$ cat src/rtl/fp_adder_arbiter_pkg.sv
// Shared types and widths for the round-robin front end of the single-precision adder.
package fp_adder_arbiter_pkg;

  localparam int FP_W   = 32;
  localparam int STAT_W = 16;

  typedef enum logic {
    FP_OP_ADD = 1'b0,
    FP_OP_SUB = 1'b1
  } fp_op_e;

endpackage

$ cat src/rtl/fp_adder_arbiter_if.sv
// Requester-side bundle: per-requester operand handshakes plus the shared result pulse.
interface fp_adder_arbiter_if
  import fp_adder_arbiter_pkg::*;
#(
  parameter int NUM_REQ = 4,
  parameter int ID_W    = 2
) ();

  logic [NUM_REQ-1:0]      req_valid;
  logic [NUM_REQ-1:0]      req_ready;
  logic [NUM_REQ-1:0]      req_op;
  logic [NUM_REQ*FP_W-1:0] req_a;
  logic [NUM_REQ*FP_W-1:0] req_b;
  logic                    res_valid;
  logic [ID_W-1:0]         res_id;
  logic [FP_W-1:0]         res_data;

  modport master (
    output req_valid, req_op, req_a, req_b,
    input  req_ready, res_valid, res_id, res_data
  );

  modport slave (
    input  req_valid, req_op, req_a, req_b,
    output req_ready, res_valid, res_id, res_data
  );

endinterface

$ cat src/rtl/fp_adder_arbiter_rr.sv
// Combinational round-robin pick: first requester at or after the pointer, wrapping.
module rr_arbiter #(
  parameter int NUM_REQ = 4,
  parameter int ID_W    = 2
) (
  input  logic [NUM_REQ-1:0] i_req,
  input  logic [ID_W-1:0]    i_ptr,
  input  logic               i_en,
  output logic [NUM_REQ-1:0] o_grant,
  output logic [ID_W-1:0]    o_idx
);

  logic [ID_W:0] w_cand;
  logic          w_found;

  always_comb begin
    o_grant = '0;
    o_idx   = '0;
    w_found = 1'b0;
    w_cand  = '0;
    for (int i = 0; i < NUM_REQ; i++) begin
      // explicit wrap keeps non-power-of-two requester counts correct
      w_cand = {1'b0, i_ptr} + (ID_W+1)'(i);
      if (w_cand >= (ID_W+1)'(NUM_REQ)) begin
        w_cand = w_cand - (ID_W+1)'(NUM_REQ);
      end
      if (i_en && !w_found && i_req[w_cand[ID_W-1:0]]) begin
        o_grant[w_cand[ID_W-1:0]] = 1'b1;
        o_idx                     = w_cand[ID_W-1:0];
        w_found                   = 1'b1;
      end
    end
  end

endmodule

$ cat src/rtl/fp_adder_arbiter.sv
// Shares one pipelined FP32 adder among NUM_REQ requesters; results are routed back by tag.
// Optional per-requester grant counters are built when FP_ARB_STATS_EN is defined.
module fp_adder_arbiter
  import fp_adder_arbiter_pkg::*;
#(
  parameter int NUM_REQ       = 4,
  parameter int ID_W          = 2,
  parameter int ADDER_LATENCY = 3
) (
  input  logic               clock_in,
  input  logic               reset_in,
  input  logic               hold_in,
  fp_adder_arbiter_if.slave  bus,
  output logic               add_sub_bit,
  output logic [FP_W-1:0]    inputA,
  output logic [FP_W-1:0]    inputB,
  input  logic [FP_W-1:0]    outputC,
  output logic               busy
`ifdef FP_ARB_STATS_EN
  ,
  input  logic [ID_W-1:0]    stat_sel,
  output logic [STAT_W-1:0]  stat_count
`endif
);

  logic [NUM_REQ-1:0] w_grant;
  logic [ID_W-1:0]    w_gnt_idx;
  logic               w_arb_en;
  logic               w_fire;

  logic [ID_W-1:0]    r_ptr;
  logic               r_op_p0;
  logic [FP_W-1:0]    r_a_p0;
  logic [FP_W-1:0]    r_b_p0;

  // Stage 0 travels with the operand registers; stages 1..ADDER_LATENCY track the adder.
  logic [ADDER_LATENCY:0] r_tag_vld;
  logic [ID_W-1:0]        r_tag_id [0:ADDER_LATENCY];

  assign w_arb_en = !hold_in;

  rr_arbiter #(
    .NUM_REQ (NUM_REQ),
    .ID_W    (ID_W)
  ) u_rr_arbiter (
    .i_req   (bus.req_valid),
    .i_ptr   (r_ptr),
    .i_en    (w_arb_en),
    .o_grant (w_grant),
    .o_idx   (w_gnt_idx)
  );

  assign bus.req_ready = w_grant;
  assign w_fire        = |(bus.req_valid & w_grant);

  // Issue stage: capture the granted operands and advance the pointer.
  always_ff @(posedge clock_in) begin
    if (reset_in) begin
      r_ptr   <= '0;
      r_op_p0 <= FP_OP_ADD;
      r_a_p0  <= '0;
      r_b_p0  <= '0;
    end else if (w_fire) begin
      r_ptr   <= (w_gnt_idx == ID_W'(NUM_REQ-1)) ? '0 : w_gnt_idx + 1'b1;
      r_op_p0 <= bus.req_op[w_gnt_idx];
      r_a_p0  <= bus.req_a[{w_gnt_idx, 5'd0} +: FP_W];
      r_b_p0  <= bus.req_b[{w_gnt_idx, 5'd0} +: FP_W];
    end
  end

  assign add_sub_bit = r_op_p0;
  assign inputA      = r_a_p0;
  assign inputB      = r_b_p0;

  // Tag stages: valid/id shadow the operation through the adder.
  always_ff @(posedge clock_in) begin
    if (reset_in) begin
      r_tag_vld <= '0;
      for (int k = 0; k <= ADDER_LATENCY; k++) begin
        r_tag_id[k] <= '0;
      end
    end else begin
      r_tag_vld   <= {r_tag_vld[ADDER_LATENCY-1:0], w_fire};
      r_tag_id[0] <= w_gnt_idx;
      for (int k = 1; k <= ADDER_LATENCY; k++) begin
        r_tag_id[k] <= r_tag_id[k-1];
      end
    end
  end

  assign bus.res_valid = r_tag_vld[ADDER_LATENCY];
  assign bus.res_id    = r_tag_id[ADDER_LATENCY];
  assign bus.res_data  = outputC;
  assign busy          = |r_tag_vld;

`ifdef FP_ARB_STATS_EN
  logic [STAT_W-1:0] r_stat_cnt [NUM_REQ];

  function automatic logic [STAT_W-1:0] sat_inc(input logic [STAT_W-1:0] v);
    return (&v) ? v : v + 1'b1;
  endfunction

  always_ff @(posedge clock_in) begin
    if (reset_in) begin
      for (int k = 0; k < NUM_REQ; k++) begin
        r_stat_cnt[k] <= '0;
      end
    end else if (w_fire) begin
      r_stat_cnt[w_gnt_idx] <= sat_inc(r_stat_cnt[w_gnt_idx]);
    end
  end

  assign stat_count = (32'(stat_sel) < NUM_REQ) ? r_stat_cnt[stat_sel] : '0;
`endif

endmodule

$ cat src/flat_wrapper.sv
// flat-port wrapper written by rule: the top's interface ports become plain ports
module fp_adder_arbiter_flat import fp_adder_arbiter_pkg::*;
#(
  parameter int NUM_REQ       = 4,
  parameter int ID_W          = 2,
  parameter int ADDER_LATENCY = 3
)
  (clock_in, reset_in, hold_in, add_sub_bit, inputA, inputB, outputC, busy, bus_req_valid, bus_req_op, bus_req_a, bus_req_b, bus_req_ready, bus_res_valid, bus_res_id, bus_res_data);
  fp_adder_arbiter_if #(.NUM_REQ(NUM_REQ), .ID_W(ID_W)) bus_i ();
  input  logic clock_in;
  input  logic reset_in;
  input  logic hold_in;
  output logic add_sub_bit;
  output logic [FP_W-1:0] inputA;
  output logic [FP_W-1:0] inputB;
  input  logic [FP_W-1:0] outputC;
  output logic busy;
  input wire logic [$bits(bus_i.req_valid)-1:0] bus_req_valid;
  input wire logic [$bits(bus_i.req_op)-1:0] bus_req_op;
  input wire logic [$bits(bus_i.req_a)-1:0] bus_req_a;
  input wire logic [$bits(bus_i.req_b)-1:0] bus_req_b;
  output wire logic [$bits(bus_i.req_ready)-1:0] bus_req_ready;
  output wire logic [$bits(bus_i.res_valid)-1:0] bus_res_valid;
  output wire logic [$bits(bus_i.res_id)-1:0] bus_res_id;
  output wire logic [$bits(bus_i.res_data)-1:0] bus_res_data;
  assign bus_i.req_valid = bus_req_valid;
  assign bus_i.req_op = bus_req_op;
  assign bus_i.req_a = bus_req_a;
  assign bus_i.req_b = bus_req_b;
  assign bus_req_ready = bus_i.req_ready;
  assign bus_res_valid = bus_i.res_valid;
  assign bus_res_id = bus_i.res_id;
  assign bus_res_data = bus_i.res_data;
  fp_adder_arbiter #(.NUM_REQ(NUM_REQ), .ID_W(ID_W), .ADDER_LATENCY(ADDER_LATENCY)) u_core (.clock_in(clock_in), .reset_in(reset_in), .hold_in(hold_in), .bus(bus_i), .add_sub_bit(add_sub_bit), .inputA(inputA), .inputB(inputB), .outputC(outputC), .busy(busy));
endmodule
$ cat config.mk
export PLATFORM = sky130hd
export DESIGN_NAME = fp_adder_arbiter_flat
export DESIGN_NICKNAME = d
export VERILOG_FILES = /design/src/rtl/fp_adder_arbiter_pkg.sv /design/src/rtl/fp_adder_arbiter_if.sv /design/src/rtl/fp_adder_arbiter_rr.sv /design/src/rtl/fp_adder_arbiter.sv /design/src/flat_wrapper.sv
export SDC_FILE = /design/constraint.sdc
export NUM_CORES = 1
export LEC_CHECK = 0
export CORE_MARGIN = 8
export CORE_UTILIZATION = 27
export CTS_BUF_LIST = sky130_fd_sc_hd__clkbuf_2 sky130_fd_sc_hd__clkbuf_4 sky130_fd_sc_hd__clkbuf_8
export CTS_CLUSTER_SIZE = 12
export DETAILED_ROUTE_END_ITERATION = 10
export PLACE_DENSITY = 0.61
export SLEW_MARGIN = 20
export SYNTH_ARGS = -nofsm -noshare
export SYNTH_HDL_FRONTEND = slang
export SYNTH_SLANG_ARGS = --single-unit
$ cat constraint.sdc
create_clock -name clock_in -period 3.8 [get_ports clock_in]
set_clock_uncertainty 0.05 [all_clocks]
set_input_delay 0.38 -clock clock_in [delete_from_list [all_inputs] [get_ports clock_in]]
set_output_delay 0.38 -clock clock_in [all_outputs]
set_load 0.05 [all_outputs]
# Yosys cells after proc, flatten, opt, wreduce, memory -nomap -nowiden
# Memory sizes are Yosys's and may differ from the RTL's.
# Index checks and enable logic that the tools add are counted.
[op_classes]
n_addsub = 8
n_lt_le_gt_ge = 13
n_eq_ne = 1
n_shift = 2
n_mux = 41
n_bitwise = 8
reduce_logical = 17
[ops]
columns = ["op", "n"]
rows = [
  ["variable part select 128 x 8 -> 32 bit", 2],
  ["two-way mux 2 bit", 13],
  ["two-way mux 4 bit", 4],
  ["< comparator 2 x 3 -> 1 bit (second input constant)", 5],
  ["two-way mux 1 bit", 15],
  ["bitwise OR 4 bit", 3],
  ["logical AND 1 bit", 11],
  ["binary-select mux 1 bit (select 2 bit)", 5],
  [">= comparator 3 bit (second input constant)", 3],
  ["demux 1 bit (select 2 bit)", 4],
  [">= comparator 2 x 1 -> 1 bit (second input constant)", 4],
  ["OR reduction 4 bit", 2],
  ["subtractor 2 x 1 -> 2 bit (second input constant)", 4],
  ["adder 2 x 2 -> 3 bit (second input constant)", 2],
  ["bitwise AND 4 bit", 1],
  ["logical NOT 1 bit", 4],
  ["bitwise OR 1 bit", 4],
  ["adder 2 x 1 -> 3 bit (second input constant)", 1],
  [">= comparator 2 x 3 -> 1 bit (second input constant)", 1],
  ["adder 2 x 1 -> 2 bit (second input constant)", 1],
  ["equality test 2 bit (second input constant)", 1],
]
[totals]
register_bits = 71
mem_bits_rw = 8
inputBits = 299
output_inout_bits = 105
wordCells = 96
n_memories = 1
[memory_table]
columns = ["memory", "words", "width", "read_ports", "rd_ports_with_merged_regs", "wr", "line", "rtl"]
rows = [
  ["u_core.r_tag_id", 4, 2, 4, 0, 4, "fp_adder_arbiter.sv:38", "logic [ID_W-1:0] r_tag_id [0:ADDER_LATENCY];"],
]

# Logic depth before layout (Yosys ltp)
# Gate-level depths: netlist (run 1).
[depth]
depth_word = 20
depth_mapped = 16
mapped_depth_nobuf = 10

# Hierarchy
# From an unflattened synthesis (run 1), not the netlist that was laid out.
[hier_totals]
cells_unflattened = 520
area_unflattened_um2 = 5358.9
[modules_own_cells]
columns = ["mod", "instances", "cells_each", "area_per_inst_um2", "seq_area_each_um2"]
rows = [
  ["fp_adder_arbiter", 1, 449, 4722.0, 1581.5],
  ["rr_arbiter", 1, 71, 636.9, 0.0],
]

# Worst setup path after synthesis (run 1)
# No wires, ideal clock.
[synth_timing]
path_kind = "register to output"
from = "register u_core.r_ptr[0]"
to = "output bus_req_ready[2]"
arrival_time_ns = 2.946
required_ns = 3.370
slack_ns = 0.424
stages_incl_launch_ff = 11
path_buffers = 3
path_cell_list = "dfxtp_1 buf_2 buf_6 inv_1 ha_1 buf_2 mux4_2 nand2_1 o21ai_0 a21oi_1 o21ai_0"
[synth_between]
elab_chain_cells = 18
elab_cells_between_ends = 63
cone_classes = "add/sub (7); order compare (12); mux (27); bitwise (3); reduce/logical (14)"
[synth_lines]
columns = ["element", "line", "rtl"]
rows = [
  ["from (decl)", "fp_adder_arbiter.sv:31", "logic [ID_W-1:0] r_ptr;"],
  ["from (signal assigned)", "fp_adder_arbiter.sv:64", "r_ptr <= (w_gnt_idx == ID_W'(NUM_REQ-1)) ? '0 : w_gnt_idx + 1'b1;"],
  ["parallel branches: the longest is 17 deep, another holds adder 2 x 1 -> 3 bit", "n/a", ""],
  ["two-way mux 4 bit *", "fp_adder_arbiter_rr.sv:27", "if (i_en && !w_found && i_req[w_cand[ID_W-1:0]]) begin"],
  ["to (decl)", "flat_wrapper.sv:22", "output wire logic [$bits(bus_i.req_ready)-1:0] bus_req_ready;"],
]
# Every way passes the cells marked *. The select of a mux whose other input is x is not followed.

# Worst setup path in the final report (run 1)
[layout_timing]
from = "register u_core.r_ptr[1]"
to = "register u_core.r_a_p0[22], in the netlist u_core.inputA[22]"
[layout_between]
elab_chain_cells = 20
elab_cells_between_ends = 70
cone_classes = "add/sub (7); order compare (12); shift (1); mux (31); bitwise (4); reduce/logical (15)"
[layout_lines]
columns = ["element", "line", "rtl"]
rows = [
  ["parallel branches: the longest is 20 deep, another holds adder 2 x 1 -> 3 bit", "n/a", ""],
  ["to (signal assigned)", "fp_adder_arbiter.sv:66", "r_a_p0 <= bus.req_a[{w_gnt_idx, 5'd0} +: FP_W];"],
  ["to (decl)", "fp_adder_arbiter.sv:33", "logic [FP_W-1:0] r_a_p0;"],
]
# Parallel ways; which one is timed is not known. The select of a mux whose other input is x is not followed.
# A chain may end at the register's enable or synchronous reset.

==> results of run 1 <==
==> per-layer routing <==
layer	wire, µm	vias up	part of all wire [%]
met5	0	-	0
met4	664	0	2.6
met3	2260	42	8.9
met2	12300	256	49
met1	10100	2954	40
li1	-	3203	-
==> metrics by stage <==
| stage | total power [mW] | instances | setup slack, ns | util, % | hold slack [ns] |
|---|---|---|---|---|---|
| 6_report | 6.36 | 1282 | 0.633 | 45.1 | 0.393 |
| 5_1_grt | 6.78 | 1282 | 0.468 | 45.1 | 0.405 |
| 4_1_cts | 6.44 | 1282 | 0.635 | 45.1 | 0.392 |
| 3_5_place_dp | 5.63 | 1268 | 0.415 | 44.0 | 0.380 |
| 3_3_place_gp | 5.63 | 1268 | 0.414 | 44.0 | 0.368 |
| 2_1_floorplan | 4.31 | 757 | 0.424 | - | 0.364 |
==> registers in the layout, indices dropped and copies added (netlist names) <==
signal / cells
u_core.r_tag_id: 8
u_core.r_ptr: 2
u_core.add_sub_bit: 1
u_core.inputA: 32
u_core.r_tag_vld: 4
u_core.inputB: 32
==> final cells by class <==
cell class                      count  area [µm²]
Fill cell                        2081       11100
Timing Repair Buffer              355        3600
Multi-Input combinational cell    557        3380
Sequential cell                    79        1580
Tap cell                          270         338
Clock buffer                       10         138
Clock inverter                      4        95.1
Inverter                            7        28.8
==> cells in the mapped netlist <==
| cell | number | area, µm² |
|---|---|---|
| nand2_1 | 206 | 773 |
| dfxtp_1 | 79 | 1580 |
| a21oi_1 | 72 | 360 |
| a211oi_1 | 69 | 518 |
| a311o_1 | 65 | 651 |
| and3_1 | 65 | 407 |
| clkbuf_1 | 54 | 203 |
| buf_4 | 33 | 248 |
| buf_2 | 12 | 60.1 |
| nor2b_1 | 12 | 75.1 |
| buf_6 | 11 | 124 |
| ha_1 | 9 | 113 |
| nor2_1 | 9 | 33.8 |
| inv_1 | 6 | 22.5 |
| o21ai_0 | 6 | 30.0 |
| buf_1 | 4 | 15.0 |
| nand2b_1 | 4 | 25.0 |
| or3_1 | 4 | 25.0 |
| mux2i_1 | 3 | 30.0 |
| mux4_2 | 3 | 67.6 |
| nor3_1 | 3 | 15.0 |
| nor3b_1 | 3 | 22.5 |
| a21boi_0 | 2 | 15.0 |
| a21o_1 | 2 | 15.0 |
| o211ai_1 | 2 | 15.0 |
| o21a_1 | 2 | 15.0 |
| o311ai_1 | 2 | 17.5 |
| or3b_1 | 2 | 17.5 |
| a22oi_1 | 1 | 7.51 |
| and2_0 | 1 | 6.26 |
| and3b_1 | 1 | 8.76 |
| and4_1 | 1 | 8.76 |
| inv_2 | 1 | 3.75 |
| nand3b_1 | 1 | 7.51 |
| nor4_1 | 1 | 6.26 |
| nor4b_1 | 1 | 8.76 |
| o21ai_1 | 1 | 5.00 |
| o311ai_0 | 1 | 8.76 |
| o31ai_1 | 1 | 7.51 |
| o32ai_2 | 1 | 16.3 |
| or4_1 | 1 | 7.51 |
==> cell families (layout without fill, tap and decap cells) <==
family | count (synthesis) | after routing | share of synthesized area (%)
mux | 6 | 6 | 1.74
fa+ha+maj | 9 | 9 | 2.01
simple gates | 315 | 315 | 25.9
buf+inv | 121 | 376 | 12.1
flops | 79 | 79 | 28.3
compound gates | 227 | 227 | 30.0
==> worst paths after layout <==
kind | startpoint | to | slack [ns] | cells after the start
max reg2reg | u_core.r_ptr[1] | u_core.inputA[22] | 0.63 | 10
min reg2reg | u_core.r_tag_id[0][1] | u_core.r_tag_id[1][1] | 0.39 | 1
min | u_core.r_tag_id[0][1] | u_core.r_tag_id[1][1] | 0.39 | 1
max | u_core.r_ptr[1] | u_core.inputA[22] | 0.63 | 10
==> report_power, final <==
part	internal (mW)	total [mW]	leakage (nW)	switching, mW
combinational	1.64	4.33	2.57	2.69
sequential	1.12	1.25	0.646	0.139
clock	0.447	0.773	0.118	0.327
==> placed cells by master, fill, tap and decap left out, drive strengths merged, types with 2 or more instances in the layout <==
cell / count
clkdlybuf4s50: 334
nand2: 206
dfxtp: 79
a21oi: 72
a211oi: 69
and3: 65
a311o: 65
buf: 21
nor2b: 12
clkbuf: 10
nor2: 9
ha: 9
inv: 7
o21ai: 7
or3: 4
nand2b: 4
nor3b: 3
mux4: 3
mux2i: 3
nor3: 3
bufinv: 3
o311ai: 3
o21a: 2
or3b: 2
a21o: 2
a21boi: 2
o211ai: 2
==> impl_metrics.csv, run 1 <==
group,metric,value,unit
grt,grt_max_degree,77,
cells_and_area,antenna_cells,0,
power_and_ir_drop,irDropWorstVdd,0.265,mV
critical_path,slowest_delay,0.46,ns
timing,fmax,0.316,GHz
floorplan,start_util,27.6,%
timing,drv_slew,0,
outcome,status,"completed",
grt,grt_pass1_vias,6574,
cells_and_area,final_cell_area,0.00916,mm²
cts,postCtsResizedCells,0,
cts,h-tree-depth,3,
grt,antenna_found_initial,0,
timing,post-route-min-period,3.17,ns
logic_synthesis,syn_area_per_cell,7.39,µm²
critical_path,crit_type,"flop to flop",
cts,cts_setup_buffers,0,
detailed_routing,vias_per_cell,5.04,
cts,cts_root_buf,"clkbuf_8",
critical_path,cp_max_fo,76,
job,drv_cap,0,
placement,postPlaceCellArea,0.00893,mm²
logic_synthesis,yosys_warnings,0,
floorplan,num_io_pins,404,
grt,grt.total_usage,18.9,%
grt,grtUsageMet2,32.3,%
cells_and_area,nets,1317,
grt,grt_overflow_total,0,
detailed_routing,ant_nets,0,
grt,gr-max-usage-layer,"met2",
critical_path,path_buf_inv,2,
timing,timing.final.hold_violations,0,
timing,setup-violations-final,0,
logic_synthesis,ys_seq_elements,79,
cts,cts_tree,"yes",
placement,port_buffers,339,
power_and_ir_drop,p_leak,3.33,nW
floorplan,die-area,0.0256,mm²
cts,ctsHoldBuffers,0,
floorplan,core_area,0.0203,mm²
critical_path,crit_family,"compound AO/OA/AOI/OAI gates",
floorplan,rows,52,
logic_synthesis,synth_cells,757,
timing,rsz0062_at_grt,"false",
critical_path,required,4.03,ns
detailed_routing,drt_first_pass_iters,5,
timing,final.setup.tns,0,ns
critical_path,worstPathCellList,"inv_1 > ha_1 > or3b_1 > a21oi_1 > nor3_1 > o32ai_4 > buf_12 > a211oi_1 > a311o_1 > a21oi_1",
worst_hold_path,hold_class,"flop to flop",
logic_synthesis,synthesis.area,0.00560,mm²
critical_path,critPathCaptureType,"flop",
logic_synthesis,ys_seq_area_share,28.3,%
floorplan,die_w,160,µm
grt,grt_pass1_wl,38.4,mm
critical_path,crit_arrival,3.40,ns
critical_path,slowest_stage,"ha_1",
placement,hpwl,18.3,mm
timing,tightest_slew,0.972,ns
floorplan,dieHeight,160,µm
cts,clockBufferDepth,2,
grt,use_met1,20.8,%
detailed_routing,routed_wl,25.3,mm
critical_path,start_kind,"flop",
detailed_routing,drtIter0Drc,411,
placement,place.gp.congestion,0.860,
cts,cts.sink_count,79,
critical_path,cpMostUsedCell,"a21oi_1",
timing,finalCritPeriodShare,83.3,%
grt,grt_use_met3,7.46,%
timing,relSlewSlack,35.2,%
detailed_routing,drc,0,
cells_and_area,layout-drive-gt1-share,4.35,%
logic_synthesis,ys_types,41,
logic_synthesis,synthesis.nets,1065,
cts,numCtsBuffers,9,
detailed_routing,detailroute.via_count,6455,
power_and_ir_drop,p_per_area,694,mW/mm²
cts,clk_latency,0.36,ns
detailed_routing,wl_per_cell,19.8,µm
cells_and_area,area_growth,63.7,%
cts,clkTransAtPathRegs,0.08,ns
Note: power is estimated with default switching activity, not from simulation.
==> run 2, diff against run 1 <==
==> constraint.sdc (replaced) <==
create_clock -name clock_in -period 3.3 [get_ports clock_in]
set_clock_uncertainty 0.05 [all_clocks]
set_input_delay 0.33 -clock clock_in [delete_from_list [all_inputs] [get_ports clock_in]]
set_output_delay 0.33 -clock clock_in [all_outputs]
set_load 0.05 [all_outputs]
==> impl_metrics.csv, run 2 (synthesis results as in run 1) <==
group,metric,value,unit
outcome,status,"completed",
cts,postCtsResizedCells,0,
cells_and_area,nets,1330,
cells_and_area,area_growth,67.5,%
detailed_routing,routed_wl,25.7,mm
cells_and_area,seqCellArea,0.00158,mm²
detailed_routing,vias_per_cell,5.08,
worst_hold_path,hold_end,"u_core.r_tag_id[1][1]",
detailed_routing,wl_per_cell,19.8,µm
power_and_ir_drop,p_per_area,806,mW/mm²
cts,cts_root_buf,"clkbuf_8",
floorplan,rows,52,
cells_and_area,num-fill-cells,2051,
grt,grt_pass1_wl,39.0,mm
timing,timing.final.hold_violations,0,
placement,place.gp.congestion,0.811,
cells_and_area,instances_no_fill,1297,
critical_path,cp_max_fo,60,
critical_path,ff2ff_setup_slack,0.22,ns
power_and_ir_drop,p_leak,3.43,nW
critical_path,start_kind,"flop",
placement,port_buffers,339,
timing,tightest_slew,0.801,ns
worst_hold_path,holdPathStages,1,
detailed_routing,drc,0,
cts,clkTransAtPathRegs,0.09,ns
timing,drv_slew,0,
timing,post-route-min-period,3.08,ns
critical_path,slowest_delay,0.44,ns
grt,antenna_found_initial,0,
detailed_routing,ant_nets,0,
floorplan,dieHeight,160,µm
critical_path,path_buf_inv,2,
cts,cts.sink_count,79,
critical_path,crit-reg2reg-launch,"u_core.r_ptr[0]",
grt,grt_pass1_vias,6767,
critical_path,slowest_stage,"or3b_1",
power_and_ir_drop,swShare,49.2,%
cells_and_area,final_cell_mix,"334 x clkdlybuf4s50_1, 206 x nand2_1, 79 x dfxtp_1",
timing,fmax,0.324,GHz
cts,ctsHoldBuffers,0,
cts,clk_latency,0.37,ns
cts,cts_tree,"yes",
power_and_ir_drop,intPower,3.84,mW
floorplan,start_util,27.6,%
detailed_routing,drt_first_pass_iters,4,
critical_path,worstPathCellList,"inv_1 > ha_1 > or3b_1 > a21o_1 > a211oi_1 > o31ai_1 > and4_4 > buf_12 > a311o_1 > a21oi_1",
timing,relSlewSlack,46.6,%
critical_path,crit_family,"compound AO/OA/AOI/OAI gates",
power_and_ir_drop,comb_power_share,68.7,%
worst_hold_path,hp-start,"u_core.r_tag_id[0][1]",
power_and_ir_drop,p_sw,3.72,mW
power_and_ir_drop,seqPwrFrac,19.2,%
job,drv_cap,0,
power_and_ir_drop,clockPowerShare,12.0,%
cells_and_area,multi_input_area,0.00340,mm²
cts,cts_setup_buffers,0,
cts,numCtsBuffers,9,
timing,finalCritPeriodShare,93.4,%
placement,place_inst,1281,
cells_and_area,final_common_cell,"clkdlybuf4s50_1",
worst_hold_path,hold_class,"flop to flop",
timing,setup-violations-final,0,
critical_path,required,3.55,ns
timing,rsz0062_at_grt,"false",
cells_and_area,layout-drive-gt1-share,6.04,%
grt,grt_overflow_total,0,
critical_path,r2r-end,"u_core.inputB[24]",
power_and_ir_drop,irDropWorstVdd,0.391,mV
floorplan,num_io_pins,404,
cts,h-tree-depth,3,
timing,final.setup.tns,0,ns
critical_path,critPathCaptureType,"flop",
critical_path,r2r_cells,10,
grt,grt.total_usage,19.2,%
placement,hpwl,18.7,mm
detailed_routing,drtIter0Drc,418,
floorplan,die-area,0.0256,mm²
cells_and_area,antenna_cells,0,
critical_path,crit_arrival,3.33,ns
floorplan,die_w,160,µm
cts,clockBufferDepth,2,
detailed_routing,detailroute.via_count,6591,
floorplan,core_area,0.0203,mm²
critical_path,crit_type,"flop to flop",
grt,grt_max_degree,74,
## run 2: layer usage
metal	track usage, %	wire length [µm]	share of wire [%]	vias up
met5	0	0	0	-
met4	8.03	744	2.9	0
met3	6.68	2130	8.3	40
met2	32.2	12200	48	262
met1	21.8	10600	41	3059
li1	-	-	-	3230
## run 2: worst max path at each step
stage / startpoint / end / slack, ns / cells past startpoint
2_1_floorplan: u_core.r_ptr[0] / u_core.r_ptr[1] / 0.14 / 13
5_1_grt: u_core.r_ptr[0] / u_core.inputA[23] / 0.02 / 12
4_1_cts: u_core.r_ptr[0] / u_core.inputA[23] / 0.17 / 12
3_3_place_gp: bus_req_valid[3] / u_core.inputB[7] / 0.01 / 11
6_report: u_core.r_ptr[0] / u_core.inputB[24] / 0.22 / 10
3_5_place_dp: bus_req_valid[3] / u_core.inputB[7] / -0.0009 / 11
## run 2: final cells by class
cell class              count  area share [%]
clock inverters             6            1.16
flip-flops and latches     79            16.9
well taps                 270            3.60
inverters                   7           0.307
multi-input cells         557            36.2
repair buffers            368            40.4
clock buffers              10            1.40
## run 2: per-stage QoR
stage               util, %  setup WS, ns  power [mW]  instance area [µm²]  hold WS, ns
finish                 46.2         0.218        7.55                 9370        0.393
global route           46.2        0.0239        8.04                 9370        0.410
CTS                    46.1         0.167        7.62                 9360        0.393
detailed placement     44.9     -0.000864        6.67                 9110        0.373
global placement       44.9        0.0137        6.67                 9110        0.367
floorplan                 -         0.135        4.96                 5600        0.364
## run 2: power groups by stage
stage / registers, mW / clock network [mW] / logic, mW
after detailed placement: 1.47 / 0 / 5.21
after global placement: 1.47 / 0 / 5.21
after CTS: 1.45 / 0.943 / 5.23
after global routing: 1.50 / 0.977 / 5.57
after floorplan: 2.51 / 0 / 2.46
final: 1.45 / 0.910 / 5.19
==> edit (flow settings as in run 2) <==
Change the package constant `FP_W` from 32 to 40.
--- a/src/rtl/fp_adder_arbiter_pkg.sv
+++ b/src/rtl/fp_adder_arbiter_pkg.sv
@@ -1,7 +1,7 @@
 // Shared types and widths for the round-robin front end of the single-precision adder.
 package fp_adder_arbiter_pkg;
 
-  localparam int FP_W   = 32;
+  localparam int FP_W   = 40;
   localparam int STAT_W = 16;
 
   typedef enum logic {
Ports: changed (6 resized); port bits go from 404 to 500. No check against the original RTL was run, so the function may have changed too.
==> edit against run 2 <==
- design area increased by 12%
- clock power fell by 11%
- sequential share of layout area rose by 1.2 points
- power rose by 1.8%
- wire length decreased by 6.2%
- area after synthesis is 14% higher
- sequential cell count up 16
- global-route usage down 3.1 points
- non-clock buffer count is 50 higher
- setup slack got worse by 0.019 ns
- critical path type is now flop to output port
- largest power group unchanged
- highest routed layer unchanged
==> edit: results (changes against run 2) <==
- Leakage dissipation: 3.78 nW (+10%)
- DPL Wire Length: 19.9 mm (+6.2%)
- Largest vdd supply drop: 0.388 mV (-0.72%)
- Largest fanout on the critical path: 9 (-85%)
- Tightest slew margin relative to the limit: 28.9% (-18 points)
- Commonest cells in the synthesized netlist: sky130_fd_sc_hd__dfxtp_1 (95), sky130_fd_sc_hd__nor2_1 (88), sky130_fd_sc_hd__mux2i_1 (85), sky130_fd_sc_hd__mux4_2 (59), sky130_fd_sc_hd__buf_4 (46)
- Ratio of routed vias to standard cells: 4.68 (-7.9%)
- Slowest CP cell: sky130_fd_sc_hd__mux2_2
- Run status: finished, final reports clean
- Sequential area share after synthesis: 29.9% (+1.6 points)
- Gp weighted congestion: 0.833 (+2.7%)
- DRT iter0 DRCs: 199 (-52%)
- Synthesized Nets: 892 (-16%)
- Synthesized-area fraction occupied by adder cells: 1.57% (-0.44 points)
- Yosys cell types: 40 (-2.4%)
- Met3 routed wirelength: 1.85 mm (-13%)
- Aggregate global-route resource usage: 16.1% (-3.1 points)
- Initial antenna violation count: 1 (+1)
- Non-filler cells in the finished layout: 1,182 (-8.9%)
- Post-synth ARST share: 0% (unchanged)
- Met1 Routed Length: 9.37 mm (-11%)
- Worst stage delay on the critical path: 0.36 ns (-0.08 ns)
- Synthesized netlist cell count: 513 (-32%)
- Amount of wire on met2 after detailed routing: 12.5 mm (+2.7%)
- Compound-cell area share of the yosys netlist: 3.76% (-26 points)
- Global-route wire length before repair: 35.4 mm (-9.4%)
- Multiplexer fraction of the synthesized cell area: 45.1% (+43 points)
- Count of buffers inserted at the top-level ports: 371 (+9.4%)
- Vias in the first global route: 5,916 (-13%)
- Fraction of layout instances using a drive strength above 1: 15.9% (+9.9 points)
- FILL cells: 2,168 (+5.7%)
==> edit: cell types whose count changed in the layout (fill, tap and decap cells not counted), moves of 65 or more <==
cell / change
sky130_fd_sc_hd__mux2i_1: +82
sky130_fd_sc_hd__nor2_1: +79
sky130_fd_sc_hd__a311o_1: -65
sky130_fd_sc_hd__a21oi_1: -69
sky130_fd_sc_hd__and3_1: -65
sky130_fd_sc_hd__nand2_1: -205
sky130_fd_sc_hd__a211oi_1: -67
==> edit: area by class of cell <==
| type | count | area share (%) |
|---|---|---|
| Antenna cell | 1 | 0.0238 |
| Clock buffer | 11 | 1.32 |
| Clock inverter | 5 | 0.560 |
| Inverter | 4 | 0.143 |
| Multi-Input combinational cell | 329 | 36.0 |
| Sequential cell | 95 | 18.1 |
| Tap cell | 319 | 3.80 |
| Timing Repair Buffer | 418 | 40.0 |
==> edit: power by group <==
part | internal, W | switching [W] | total (W)
registers | 0.00150 | 0.000178 | 0.00168
logic | 0.00240 | 0.00280 | 0.00520
clock network | 0.000369 | 0.000444 | 0.000813
==> edit: logic make-up after synthesis <==
logic type      after synthesis
xor+xnor                      1
fa+ha+maj                     8
flops                        95
buf+inv                      89
simple gates                120
compound gates               28
mux                         172
==> edit: per-stage QoR <==
step	setup slack, ns	area, um^2	hold WS [ns]
3_3_place_gp	0.0818	10300	0.368
3_5_place_dp	0.0423	10300	0.375
6_report	0.199	10500	0.393
2_1_floorplan	0.00892	6370	0.364
5_1_grt	0.0296	10500	0.407
4_1_cts	0.147	10500	0.398
==> edit: final timing paths <==
kind,start,to,slack [ns],cells after the start
max,u_core.r_ptr[1]$_SDFFE_PP0P_,bus_req_ready[3],0.20,10
min,u_core.r_tag_id[2][0]$_SDFF_PP0_,u_core.r_tag_id[3][0]$_SDFF_PP0_,0.39,1
max reg2reg,u_core.r_ptr[1]$_SDFFE_PP0P_,u_core.inputB[13]$_SDFFE_PP0P_,0.21,12
min reg2reg,u_core.r_tag_id[2][0]$_SDFF_PP0_,u_core.r_tag_id[3][0]$_SDFF_PP0_,0.39,1
==> edit: metal layers <==
metal  track usage [%]  up-vias
li1                  -     2590
met1              18.2     2677
met2              28.5      247
met3              5.21       16
met4              4.27        0
met5                 0        -
